### config.mk
export PLATFORM = sky130hd
export DESIGN_NAME = lm_sm_sequencer_flat
export DESIGN_NICKNAME = d
export VERILOG_FILES = /design/src/rtl/lm_sm_sequencer_pkg.sv /design/src/rtl/lm_sm_sequencer_if.sv /design/src/rtl/lm_sm_sequencer_prio_enc8.sv /design/src/rtl/lm_sm_sequencer.sv /design/src/flat_wrapper.sv
export SDC_FILE = /design/constraint.sdc
export NUM_CORES = 1
export LEC_CHECK = 0
export BUFFER_PORTS_ARGS = -buffer_cell sky130_fd_sc_hd__clkbuf_2
export CORE_UTILIZATION = 55
export CTS_CLUSTER_SIZE = 20
export DETAILED_ROUTE_END_ITERATION = 10
export HOLD_SLACK_MARGIN = 0.05
export PLACE_DENSITY = 0.84
export SYNTH_ARGS = -nofsm -noshare
export SYNTH_HDL_FRONTEND = slang
export SYNTH_SLANG_ARGS = --single-unit
### constraint.sdc
create_clock -name clk -period 5.95 [get_ports clk]
set_input_delay 0 -clock clk [delete_from_list [all_inputs] [get_ports clk]]
set_output_delay 0 -clock clk [all_outputs]
set_load 0.05 [all_outputs]
### src/rtl/lm_sm_sequencer_pkg.sv
// -----------------------------------------------------------------------------
// lm_sm_sequencer_pkg
// Purpose : shared ISA constants for the LM/SM micro-sequencer: opcode values,
//           ALU operation encodings, register count and the sequencer state
//           encoding.
// Ports   : none (package).
// -----------------------------------------------------------------------------
package lm_sm_sequencer_pkg;

  // Opcodes held in instr[15:12]
  localparam logic [3:0] OP_LM = 4'b0110;
  localparam logic [3:0] OP_SM = 4'b0111;

  // ALU operation encodings
  localparam logic [1:0] ALU_ADD  = 2'b00;
  localparam logic [1:0] ALU_NAND = 2'b01;
  localparam logic [1:0] ALU_NOP  = 2'b10;

  // Architectural register count (width of the register list)
  localparam int NREG = 8;

  // Sequencer states
  localparam logic [0:0] ST_IDLE  = 1'b0;
  localparam logic [0:0] ST_ISSUE = 1'b1;

  // True when the opcode field selects a load-multiple or store-multiple
  function automatic logic is_lm_sm(input logic [15:0] instr);
    return (instr[15:12] == OP_LM) || (instr[15:12] == OP_SM);
  endfunction

endpackage

### src/rtl/lm_sm_sequencer_if.sv
// -----------------------------------------------------------------------------
// lm_sm_sequencer_if
// Purpose : bundles the decode-side inputs and micro-op outputs of the LM/SM
//           sequencer.
// Signals : instr_in/instr_valid  instruction from decode
//           stall_in/flush        pipeline control
//           stall_fetch           hold fetch/decode (combinational)
//           uop_*                 registered micro-op fields
// Modports: master = decode/pipeline side, slave = sequencer.
// -----------------------------------------------------------------------------
interface lm_sm_sequencer_if #(
  parameter int DATA_W = 16
);
  logic [15:0]       instr_in;
  logic              instr_valid;
  logic              stall_in;
  logic              flush;
  logic              stall_fetch;
  logic              uop_valid;
  logic [2:0]        uop_reg_idx;
  logic [2:0]        uop_base_idx;
  logic [DATA_W-1:0] uop_offset;
  logic [1:0]        uop_alu_op;
  logic              uop_reg_write_en;
  logic              uop_mem_write_en;
  logic              uop_last;

  modport master (
    output instr_in, instr_valid, stall_in, flush,
    input  stall_fetch, uop_valid, uop_reg_idx, uop_base_idx, uop_offset,
           uop_alu_op, uop_reg_write_en, uop_mem_write_en, uop_last
  );

  modport slave (
    input  instr_in, instr_valid, stall_in, flush,
    output stall_fetch, uop_valid, uop_reg_idx, uop_base_idx, uop_offset,
           uop_alu_op, uop_reg_write_en, uop_mem_write_en, uop_last
  );
endinterface

### src/rtl/lm_sm_sequencer_prio_enc8.sv
// -----------------------------------------------------------------------------
// prio_enc8
// Purpose : combinational priority encoder over an LM/SM register list.
//           List bit (7-k) selects Rk; the lowest-numbered selected register
//           wins.
// Ports   : i_list      register list in instruction bit order
//           o_found     at least one register selected
//           o_idx       index k of the lowest selected Rk
//           o_next_list i_list with the winning bit cleared
// -----------------------------------------------------------------------------
module prio_enc8 (
  input  logic [7:0] i_list,
  output logic       o_found,
  output logic [2:0] o_idx,
  output logic [7:0] o_next_list
);

  logic [7:0] w_rk;       // bit k set when Rk is selected
  logic [7:0] w_onehot;   // lowest set bit of w_rk
  logic [7:0] w_next_rk;

  // Reorder the list so that bit k corresponds to Rk
  always_comb begin
    w_rk = 8'h00;
    for (int k = 0; k < 8; k++) begin
      w_rk[k] = i_list[7-k];
    end
  end

  // Two's-complement trick isolates the lowest set bit
  assign w_onehot  = w_rk & (~w_rk + 8'd1);
  assign w_next_rk = w_rk & ~w_onehot;
  assign o_found   = |w_rk;

  // Encode the isolated bit and map the remaining set back to list order
  always_comb begin
    o_next_list = 8'h00;
    for (int k = 0; k < 8; k++) begin
      o_next_list[7-k] = w_next_rk[k];
    end
    case (w_onehot)
      8'h01:   o_idx = 3'd0;
      8'h02:   o_idx = 3'd1;
      8'h04:   o_idx = 3'd2;
      8'h08:   o_idx = 3'd3;
      8'h10:   o_idx = 3'd4;
      8'h20:   o_idx = 3'd5;
      8'h40:   o_idx = 3'd6;
      8'h80:   o_idx = 3'd7;
      default: o_idx = 3'd0;
    endcase
  end

endmodule

### src/rtl/lm_sm_sequencer.sv
// -----------------------------------------------------------------------------
// lm_sm_sequencer
// Purpose : expands one IITB-RISC LM/SM instruction into one address-generation
//           micro-op per selected register, stalling fetch/decode meanwhile.
//           The first micro-op is produced in the acceptance cycle itself, so
//           it is visible on the outputs the cycle after acceptance.
// Ports   : clk    rising-edge clock
//           rst_n  asynchronous active-low reset
//           bus    lm_sm_sequencer_if.slave (instruction in, micro-op out)
// -----------------------------------------------------------------------------
import lm_sm_sequencer_pkg::*;

module lm_sm_sequencer #(
  parameter int DATA_W = 16,
  parameter int NREG   = 8
) (
  input logic              clk,
  input logic              rst_n,
  lm_sm_sequencer_if.slave bus
);

  localparam int CNT_W = $clog2(NREG + 1);

  // Sequencer state
  logic [0:0]      r_state;
  logic [NREG-1:0] r_mask;    // remaining list, instruction bit order
  logic [CNT_W-1:0] r_count;  // micro-ops already issued
  logic            r_is_sm;
  logic [2:0]      r_base;

  // Registered micro-op outputs
  logic              r_uop_valid;
  logic [2:0]        r_uop_reg_idx;
  logic [2:0]        r_uop_base_idx;
  logic [DATA_W-1:0] r_uop_offset;
  logic              r_uop_reg_write_en;
  logic              r_uop_mem_write_en;
  logic              r_uop_last;

  logic [NREG-1:0]  w_enc_in;
  logic             w_found;
  logic [2:0]       w_idx;
  logic [NREG-1:0]  w_next_mask;
  logic             w_accept;
  logic             w_issue;
  logic             w_last_issue;
  logic             w_stall_fetch;
  logic [CNT_W-1:0] w_cur_count;
  logic             w_cur_sm;
  logic [2:0]       w_cur_base;
  logic             w_unused_bit8;

  assign w_unused_bit8 = bus.instr_in[8];

  // In IDLE the encoder looks at the incoming list so the first micro-op can
  // be issued in the acceptance cycle; in ISSUE it looks at what remains.
  assign w_enc_in = (r_state == ST_IDLE) ? bus.instr_in[NREG-1:0] : r_mask;

  prio_enc8 u_prio_enc8 (
    .i_list      (w_enc_in),
    .o_found     (w_found),
    .o_idx       (w_idx),
    .o_next_list (w_next_mask)
  );

  // Acceptance, issue and stall_fetch decisions for the current cycle
  always_comb begin
    w_accept      = 1'b0;
    w_issue       = 1'b0;
    w_last_issue  = 1'b0;
    w_stall_fetch = 1'b0;
    w_cur_count   = '0;
    w_cur_sm      = 1'b0;
    w_cur_base    = 3'd0;
    if (r_state == ST_IDLE) begin
      w_accept    = bus.instr_valid && is_lm_sm(bus.instr_in) &&
                    !bus.flush && !bus.stall_in;
      w_issue     = w_accept && w_found;
      w_cur_count = '0;
      w_cur_sm    = (bus.instr_in[15:12] == OP_SM);
      w_cur_base  = bus.instr_in[11:9];
    end else begin
      w_accept    = 1'b0;
      w_issue     = w_found && !bus.flush && !bus.stall_in;
      w_cur_count = r_count;
      w_cur_sm    = r_is_sm;
      w_cur_base  = r_base;
    end
    w_last_issue = w_issue && (w_next_mask == '0);
    // Decode is released in the same cycle the final micro-op is generated
    if (!rst_n || bus.flush) begin
      w_stall_fetch = 1'b0;
    end else if (r_state == ST_ISSUE) begin
      w_stall_fetch = !w_last_issue;
    end else begin
      w_stall_fetch = w_issue && !w_last_issue;
    end
  end

  // Sequencer state: flush beats stall, stall freezes everything
  always_ff @(posedge clk or negedge rst_n) begin
    if (!rst_n) begin
      r_state <= ST_IDLE;
      r_mask  <= '0;
      r_count <= '0;
      r_is_sm <= 1'b0;
      r_base  <= 3'd0;
    end else if (bus.flush) begin
      r_state <= ST_IDLE;
      r_mask  <= '0;
      r_count <= '0;
    end else if (bus.stall_in) begin
      r_state <= r_state;
    end else begin
      case (r_state)
        ST_IDLE: begin
          if (w_accept) begin
            // A single-register list completes right here and stays in IDLE
            r_mask  <= w_next_mask;
            r_base  <= bus.instr_in[11:9];
            r_is_sm <= (bus.instr_in[15:12] == OP_SM);
            r_count <= w_found ? {{(CNT_W-1){1'b0}}, 1'b1} : '0;
            r_state <= (w_found && (w_next_mask != '0)) ? ST_ISSUE : ST_IDLE;
          end else begin
            r_state <= ST_IDLE;
          end
        end
        ST_ISSUE: begin
          r_mask  <= w_next_mask;
          r_count <= r_count + {{(CNT_W-1){1'b0}}, 1'b1};
          r_state <= (w_next_mask == '0) ? ST_IDLE : ST_ISSUE;
        end
        default: begin
          r_state <= ST_IDLE;
          r_mask  <= '0;
          r_count <= '0;
        end
      endcase
    end
  end

  // Micro-op output register; address fields hold in idle cycles
  always_ff @(posedge clk or negedge rst_n) begin
    if (!rst_n) begin
      r_uop_valid        <= 1'b0;
      r_uop_reg_idx      <= 3'd0;
      r_uop_base_idx     <= 3'd0;
      r_uop_offset       <= '0;
      r_uop_reg_write_en <= 1'b0;
      r_uop_mem_write_en <= 1'b0;
      r_uop_last         <= 1'b0;
    end else if (bus.flush) begin
      r_uop_valid        <= 1'b0;
      r_uop_reg_write_en <= 1'b0;
      r_uop_mem_write_en <= 1'b0;
      r_uop_last         <= 1'b0;
    end else if (bus.stall_in) begin
      r_uop_valid <= r_uop_valid;
    end else if (w_issue) begin
      r_uop_valid        <= 1'b1;
      r_uop_reg_idx      <= w_idx;
      r_uop_base_idx     <= w_cur_base;
      r_uop_offset       <= {{(DATA_W-CNT_W){1'b0}}, w_cur_count};
      r_uop_reg_write_en <= !w_cur_sm;
      r_uop_mem_write_en <= w_cur_sm;
      r_uop_last         <= w_last_issue;
    end else begin
      r_uop_valid        <= 1'b0;
      r_uop_reg_write_en <= 1'b0;
      r_uop_mem_write_en <= 1'b0;
      r_uop_last         <= 1'b0;
    end
  end

  assign bus.stall_fetch      = w_stall_fetch;
  assign bus.uop_valid        = r_uop_valid;
  assign bus.uop_reg_idx      = r_uop_reg_idx;
  assign bus.uop_base_idx     = r_uop_base_idx;
  assign bus.uop_offset       = r_uop_offset;
  assign bus.uop_alu_op       = ALU_ADD;
  assign bus.uop_reg_write_en = r_uop_reg_write_en;
  assign bus.uop_mem_write_en = r_uop_mem_write_en;
  assign bus.uop_last         = r_uop_last;

endmodule

### src/flat_wrapper.sv
// flat-port wrapper written by rule: the top's interface ports become plain ports
module lm_sm_sequencer_flat 
#(
  parameter int DATA_W = 16,
  parameter int NREG   = 8
)
  (clk, rst_n, bus_instr_in, bus_instr_valid, bus_stall_in, bus_flush, bus_stall_fetch, bus_uop_valid, bus_uop_reg_idx, bus_uop_base_idx, bus_uop_offset, bus_uop_alu_op, bus_uop_reg_write_en, bus_uop_mem_write_en, bus_uop_last);
  lm_sm_sequencer_if #(.DATA_W(DATA_W)) bus_i ();
  input logic clk;
  input logic rst_n;
  input wire logic [$bits(bus_i.instr_in)-1:0] bus_instr_in;
  input wire logic [$bits(bus_i.instr_valid)-1:0] bus_instr_valid;
  input wire logic [$bits(bus_i.stall_in)-1:0] bus_stall_in;
  input wire logic [$bits(bus_i.flush)-1:0] bus_flush;
  output wire logic [$bits(bus_i.stall_fetch)-1:0] bus_stall_fetch;
  output wire logic [$bits(bus_i.uop_valid)-1:0] bus_uop_valid;
  output wire logic [$bits(bus_i.uop_reg_idx)-1:0] bus_uop_reg_idx;
  output wire logic [$bits(bus_i.uop_base_idx)-1:0] bus_uop_base_idx;
  output wire logic [$bits(bus_i.uop_offset)-1:0] bus_uop_offset;
  output wire logic [$bits(bus_i.uop_alu_op)-1:0] bus_uop_alu_op;
  output wire logic [$bits(bus_i.uop_reg_write_en)-1:0] bus_uop_reg_write_en;
  output wire logic [$bits(bus_i.uop_mem_write_en)-1:0] bus_uop_mem_write_en;
  output wire logic [$bits(bus_i.uop_last)-1:0] bus_uop_last;
  assign bus_i.instr_in = bus_instr_in;
  assign bus_i.instr_valid = bus_instr_valid;
  assign bus_i.stall_in = bus_stall_in;
  assign bus_i.flush = bus_flush;
  assign bus_stall_fetch = bus_i.stall_fetch;
  assign bus_uop_valid = bus_i.uop_valid;
  assign bus_uop_reg_idx = bus_i.uop_reg_idx;
  assign bus_uop_base_idx = bus_i.uop_base_idx;
  assign bus_uop_offset = bus_i.uop_offset;
  assign bus_uop_alu_op = bus_i.uop_alu_op;
  assign bus_uop_reg_write_en = bus_i.uop_reg_write_en;
  assign bus_uop_mem_write_en = bus_i.uop_mem_write_en;
  assign bus_uop_last = bus_i.uop_last;
  lm_sm_sequencer #(.DATA_W(DATA_W), .NREG(NREG)) u_core (.clk(clk), .rst_n(rst_n), .bus(bus_i));
endmodule
Yosys cells after proc, flatten, opt, wreduce, memory -nomap -nowiden
Index checks and enable logic that the tools add are counted.
Widths: inputs -> output; s select.
- register bits after elaboration: 31
- bits of input ports: 21
- output and inout bits: 29
- word-level logic and storage cells: 90
- add/sub/neg operators: 2
- eq/ne operators: 11
- muxes and demuxes: 36
- bitwise logic cells: 7
- reduce and logical (&&, ||, !) cells: 22
- operators with widths (operator ; number):
    $mux 8 ; 4
    $mux 1 ; 23
    $pmux 3 s7 ; 1
    $and 8x8->8 ; 2
    $mux 4 ; 4
    $not 8->8 ; 2
    $pmux 8 s2 ; 1
    $logic_and 1x1->1 ; 9
    $add 8x1->8 const B ; 1
    $eq 4x3->1 const B ; 2
    $eq 8x2->1 const B ; 1
    $eq 8x3->1 const B ; 1
    $eq 8x4->1 const B ; 1
    $eq 8x5->1 const B ; 1
    $eq 8x6->1 const B ; 1
    $eq 8x7->1 const B ; 1
    $eq 8x8->1 const B ; 1
    $logic_not 8->1 ; 1
    $pmux 4 s2 ; 1
    $reduce_bool 8->1 ; 1
    $reduce_or 8->1 ; 1
    $logic_not 1->1 ; 5
    $add 4x1->4 const B ; 1
    $reduce_and 4->1 ; 1
    other kinds (8) ; 11

Depth between registers and ports, before layout
- depth after elaboration: 13
- gate-level depth with buffers: 7
- depth with buffers taken out: 5

By module
A second synthesis with hierarchy kept.
- cells, all modules: 174
- area total of the unflattened synthesis: 1860.5 um^2
- modules (own cells, without submodules) (module ; instances ; cells an instance ; area an instance (um^2) ; seq. area each (um^2)):
    lm_sm_sequencer ; 1 ; 150 ; 1704.1 ; 775.7
    prio_enc8 ; 1 ; 24 ; 156.4 ; 0.0

Worst setup path after synthesis
No wires, ideal clock.
- kind: reg-to-output
- start: register u_core.r_state
- end: output bus_stall_fetch
- arrival: 2.147 ns
- data required time: 5.950 ns
- setup slack: 3.803 ns
- cell stages (with the launch flop): 6
- buffers on the path: 0
- cell sequence: dfrtp_1 -> or4_4 -> and2_4 -> a211o_1 -> a311o_1 -> o221a_1
- word-level cells in the longest chain between the ends: 12
- elaborated cells on any way between the ends: 17
- those cells by class: add/sub (1); mux (4); bitwise (4); reduce/logical (8)
- ends and longest elaborated chain (what ; line ; text):
    start, declared ; lm_sm_sequencer.sv:25 ; logic [0:0] r_state;
    start signal, assigned ; lm_sm_sequencer.sv:113 ; r_state <= r_state;
    start signal, assigned ; lm_sm_sequencer.sv:123 ; r_state <= (w_found && (w_next_mask != '0)) ? ST_ISSUE : ST_IDLE;
    start signal, assigned ; lm_sm_sequencer.sv:131 ; r_state <= (w_next_mask == '0) ? ST_IDLE : ST_ISSUE;
    $mux 8 ; lm_sm_sequencer.sv:57 ; assign w_enc_in = (r_state == ST_IDLE) ? bus.instr_in[NREG-1:0] : r_mask;
    $not 8->8 ; lm_sm_sequencer_prio_enc8.sv:31 ; assign w_onehot = w_rk & (~w_rk + 8'd1);
    $add 8x1->8 ; lm_sm_sequencer_prio_enc8.sv:31 ;
    $and 8x8->8 ; lm_sm_sequencer_prio_enc8.sv:31 ;
    $not 8->8 ; lm_sm_sequencer_prio_enc8.sv:32 ; assign w_next_rk = w_rk & ~w_onehot;
    $and 8x8->8 ; lm_sm_sequencer_prio_enc8.sv:32 ;
    $logic_not 8->1 ; lm_sm_sequencer.sv:89 ; w_last_issue = w_issue && (w_next_mask == '0);
    $logic_and 1x1->1 ; lm_sm_sequencer.sv:89 ;
    $logic_not 1->1 ; lm_sm_sequencer.sv:94, lm_sm_sequencer.sv:96 ;
    $logic_and 1x1->1 ; lm_sm_sequencer.sv:96 ; w_stall_fetch = w_issue && !w_last_issue;
    $mux 1 * ; lm_sm_sequencer.sv:93 ; end else if (r_state == ST_ISSUE) begin
    $mux 1 * ; lm_sm_sequencer.sv:91 ; if (!rst_n || bus.flush) begin
    end, declared ; flat_wrapper.sv:15 ; output wire logic [$bits(bus_i.stall_fetch)-1:0] bus_stall_fetch;
Mark *: on every way between the ends. The rest lies on a longest branch, timed or not.

Worst setup path after layout
Ends and elaborated chain as after synthesis.

==> results.yml <==
worst_hold_path:
  hold-path-cell-count: 4
  whs_endpoint: "u_core.r_mask[5]"
  hp-class: "input port to flop"
  worst_hold_startpoint: "bus_instr_in[5]"
power_and_ir_drop:
  fin_total_pwr_uw: 488
  power-per-cell-area_nw_per_um2: 245
  combPwrFrac_pct: 29.2
  p_int_uw: 304
  power_frac_seq_pct: 48.0
  power.share.clock_pct: 22.8
  power.share.switching_pct: 37.8
  p_leak_nw: 0.944
  worst_vdd_ir_mv: 0.205
  switchingPower_uw: 185
clock_tree:
  worstSkewPairLatency_ps: 330
  clock_tree.root_cell: "clkbuf_4"
  cts.reportedPaths.clkPinSlew_ps: 100
  tritoncts: "yes"
  clock_tree.buffer_depth: 2
  clock_sinks: 30
  cts-htree-levels: 2
  cts_buffers: 5
synthesis:
  synth-adder-area-share_pct: 0.728
  post_synth_inst_count: 176
  xor_xnor_share_of_the_synthesized_area_pct: 0
  synth-simple-area-share_pct: 16.7
  synth_flop_cell: "dfrtp_1"
  yosys_register_bits: 30
  asyncSetResetFlopFracSynth_pct: 100
  share_of_synthesized_area_spent_on_multiplexers_pct: 8.66
  postSynthAreaPerCell_sq_um: 9.77
  largest_family_of_logic_cells_by_synthesized_area: "compound AO/OA/AOI/OAI gates"
  ys_warn_count: 0
  synth-edff-count: 0
  synthDistinctLibCells: 46
  yosysSeqAreaShare_pct: 43.7
  synth_compound_area_share_pct: 21.3
  mappedNetlistArea_sq_um: 1720
sta:
  finalWorstPathRequiredPeriod_ps: 3070
  grt_setup_unrepaired: "no"
  report.final.setup_viol: 0
  fin_setup_tns_ps: 0
  finalHoldViolations: 0
  finClkSkew_ps: 11.5
  period_share_pct: 51.6
  relSlewSlack_pct: 35.1
  maxSlewViolCount: 0
  tightest_slew_ps: 973
  fmax_ghz: 0.325
grt:
  grt_pass1_vias: 1397
  grt-ovfl-total: 0
  grt_first_pass_wirelength_mm: 6.25
  grt_max_degree: 32
  grt_use_total_pct: 24.6
  antenna_found_initial: 0
die:
  die_width_um: 57.9
  floorplan.core_area_sq_um: 2850
  top_level_ports: 50
  die_y_um: 57.9
  start_util_pct: 60.3
  placementRows: 19
  design.die.area_sq_um: 3350
final_layout:
  fill_cells: 232
  flow.area_growth_from_synthesis_pct: 16.1
  n_antenna_cell: 0
  proportion_of_layout_cells_with_a_drive_suffix_above_1_pct: 25.8
  layout.cells.most_common_list: "34 x clkbuf_2, 30 x dfrtp_1, 16 x nor2_1"
  mostFrequentLayoutCell: "clkbuf_2"
  final_nets: 243
setup_path:
  cp-startpoint: "u_core.r_state"
  regToRegEndpoint: "u_core.r_mask[6]"
  critical_path_capture_point_type: "primary output"
  worstSetupStartpointType: "flop"
  cp.arrival_ps: 3070
  critPathMaxFanout: 21
  r2r_cells: 5
  setup_slack_of_the_worst_register_to_register_path_ps: 3310
  worst_ep_required_time_ps: 5950
  crit-reg2reg-launch: "u_core.r_state"
  path_type_of_the_worst_setup_path: "flop to primary output"
outcome:
  outcome: "complete, but fails checks"
  violated_checks: "design-rule violations"
route:
  vias: 1488
  drcViolationCount: 6
  dr.max_layer_used: "met4"
  drtAntennaViolNets: 0
  detailedRoute.firstPassIterationCount: 10
  detail_route.iter0.violations: 63
  met3_length_um: 192
  route.final.wire_length_mm: 3.79
  wl_met1_mm: 1.56
  via_per_inst: 5.90
  detailroute.wirelength.met2_mm: 1.98
  drt_wl_cell_um: 15.0
placed_design:
  place_congestion: 0.881
  place_hpwl_mm: 2.72
  portBuffers: 34
run:
  cap_violations: 0
-- state kept, by name, indices dropped and copies added, names as in the netlist --
name and flops:
u_core.r_is_sm 1, u_core.bus.uop_last 1, u_core.bus.uop_base_idx 3, u_core.r_count 4
u_core.bus.uop_reg_idx 3, u_core.r_base 3, u_core.bus.uop_valid 1, u_core.r_state 1
u_core.bus.uop_mem_write_en 1, u_core.bus.uop_reg_write_en 1, u_core.bus.uop_offset 4, u_core.r_mask 7
-- repair_timing --
item	in CTS	in global routing
resized for setup	0	0
hold buffers	9	0
buffers inserted	0	0
endpoints found under the hold margin	40	0
-- critical path, stage by stage, from the launching register on --
cell	delay (ps)
dfrtp_1	620
buf_4	340
mux2i_1	430
o21ai_0	160
a211o_1	310
a311o_1	390
o221a_1	250
clkbuf_2	240
-- per-stage QoR --
stage | cells | util (%) | hold WS (ps) | setup slack, ps | area, sq um
after global placement | 236 | 65.1 | 85.7 | 3290 | 1860
final | 252 | 70.0 | 112 | 2880 | 2000
after detailed placement | 236 | 65.1 | 109 | 3280 | 1860
after CTS | 252 | 70.0 | 106 | 2890 | 2000
after global routing | 252 | 70.0 | 136 | 2720 | 2000
after floorplan | 189 | - | -296 | 3800 | 1770
-- worst max path at each step --
stage / endpoint / slack [ps]
floorplan: bus_stall_fetch / 3800
CTS: bus_stall_fetch / 2890
detailed placement: bus_stall_fetch / 3280
global route: bus_stall_fetch / 2720
finish: bus_stall_fetch / 2880
global placement: bus_stall_fetch / 3290
-- synth_stat cells (all sizes together), types with 2 or more instances --
master,count,area [sq um]
a21oi,10,50.1
a22o,7,61.3
a22oi,2,15.0
a31oi,2,12.5
a32o,4,40.0
buf,17,123
clkbuf,3,11.3
dfrtp,30,751
inv,4,15.0
mux2,7,78.8
mux2i,7,70.1
nand2,14,52.6
nand2b,2,12.5
nand3,5,25.0
nand3b,2,15.0
nor2,16,60.1
nor2b,2,12.5
nor3,2,10.0
nor3b,2,15.0
o21ai,10,50.1
o22ai,4,31.3
or3b,3,26.3
or4,2,18.8
-- layout make-up --
| class | count | area, sq um | area share, % |
|---|---|---|---|
| Clock inverter | 2 | 10.0 | 0.502 |
| Inverter | 4 | 15.0 | 0.752 |
| Sequential cell | 30 | 751 | 37.6 |
| Multi-Input combinational cell | 135 | 868 | 43.5 |
| Timing Repair Buffer | 45 | 275 | 13.8 |
| Tap cell | 31 | 38.8 | 1.94 |
| Clock buffer | 5 | 37.5 | 1.88 |
-- layer usage --
metal,track usage (%),vias up
met4,8.16,0
met3,5.58,7
met5,0,-
li1,-,709
met1,29.4,725
met2,43.7,47
-- power by group through the flow --
stage,sequential [mW],combinational [mW],clock (mW)
after detailed placement,0.238,0.139,0
after floorplan,0.284,0.0637,0
final,0.234,0.143,0.111
after CTS,0.234,0.143,0.116
after global routing,0.237,0.151,0.121
after global placement,0.237,0.136,0
-- cells by family after synthesis --
logic type                 after synthesis
adders and majority gates                1
buffers and inverters                   24
muxes                                   14
other                                    1
and+or+nand+nor                         56
DFF                                     30
AOI/OAI and AO/OA                       50
(Power assumes the default switching activity.)
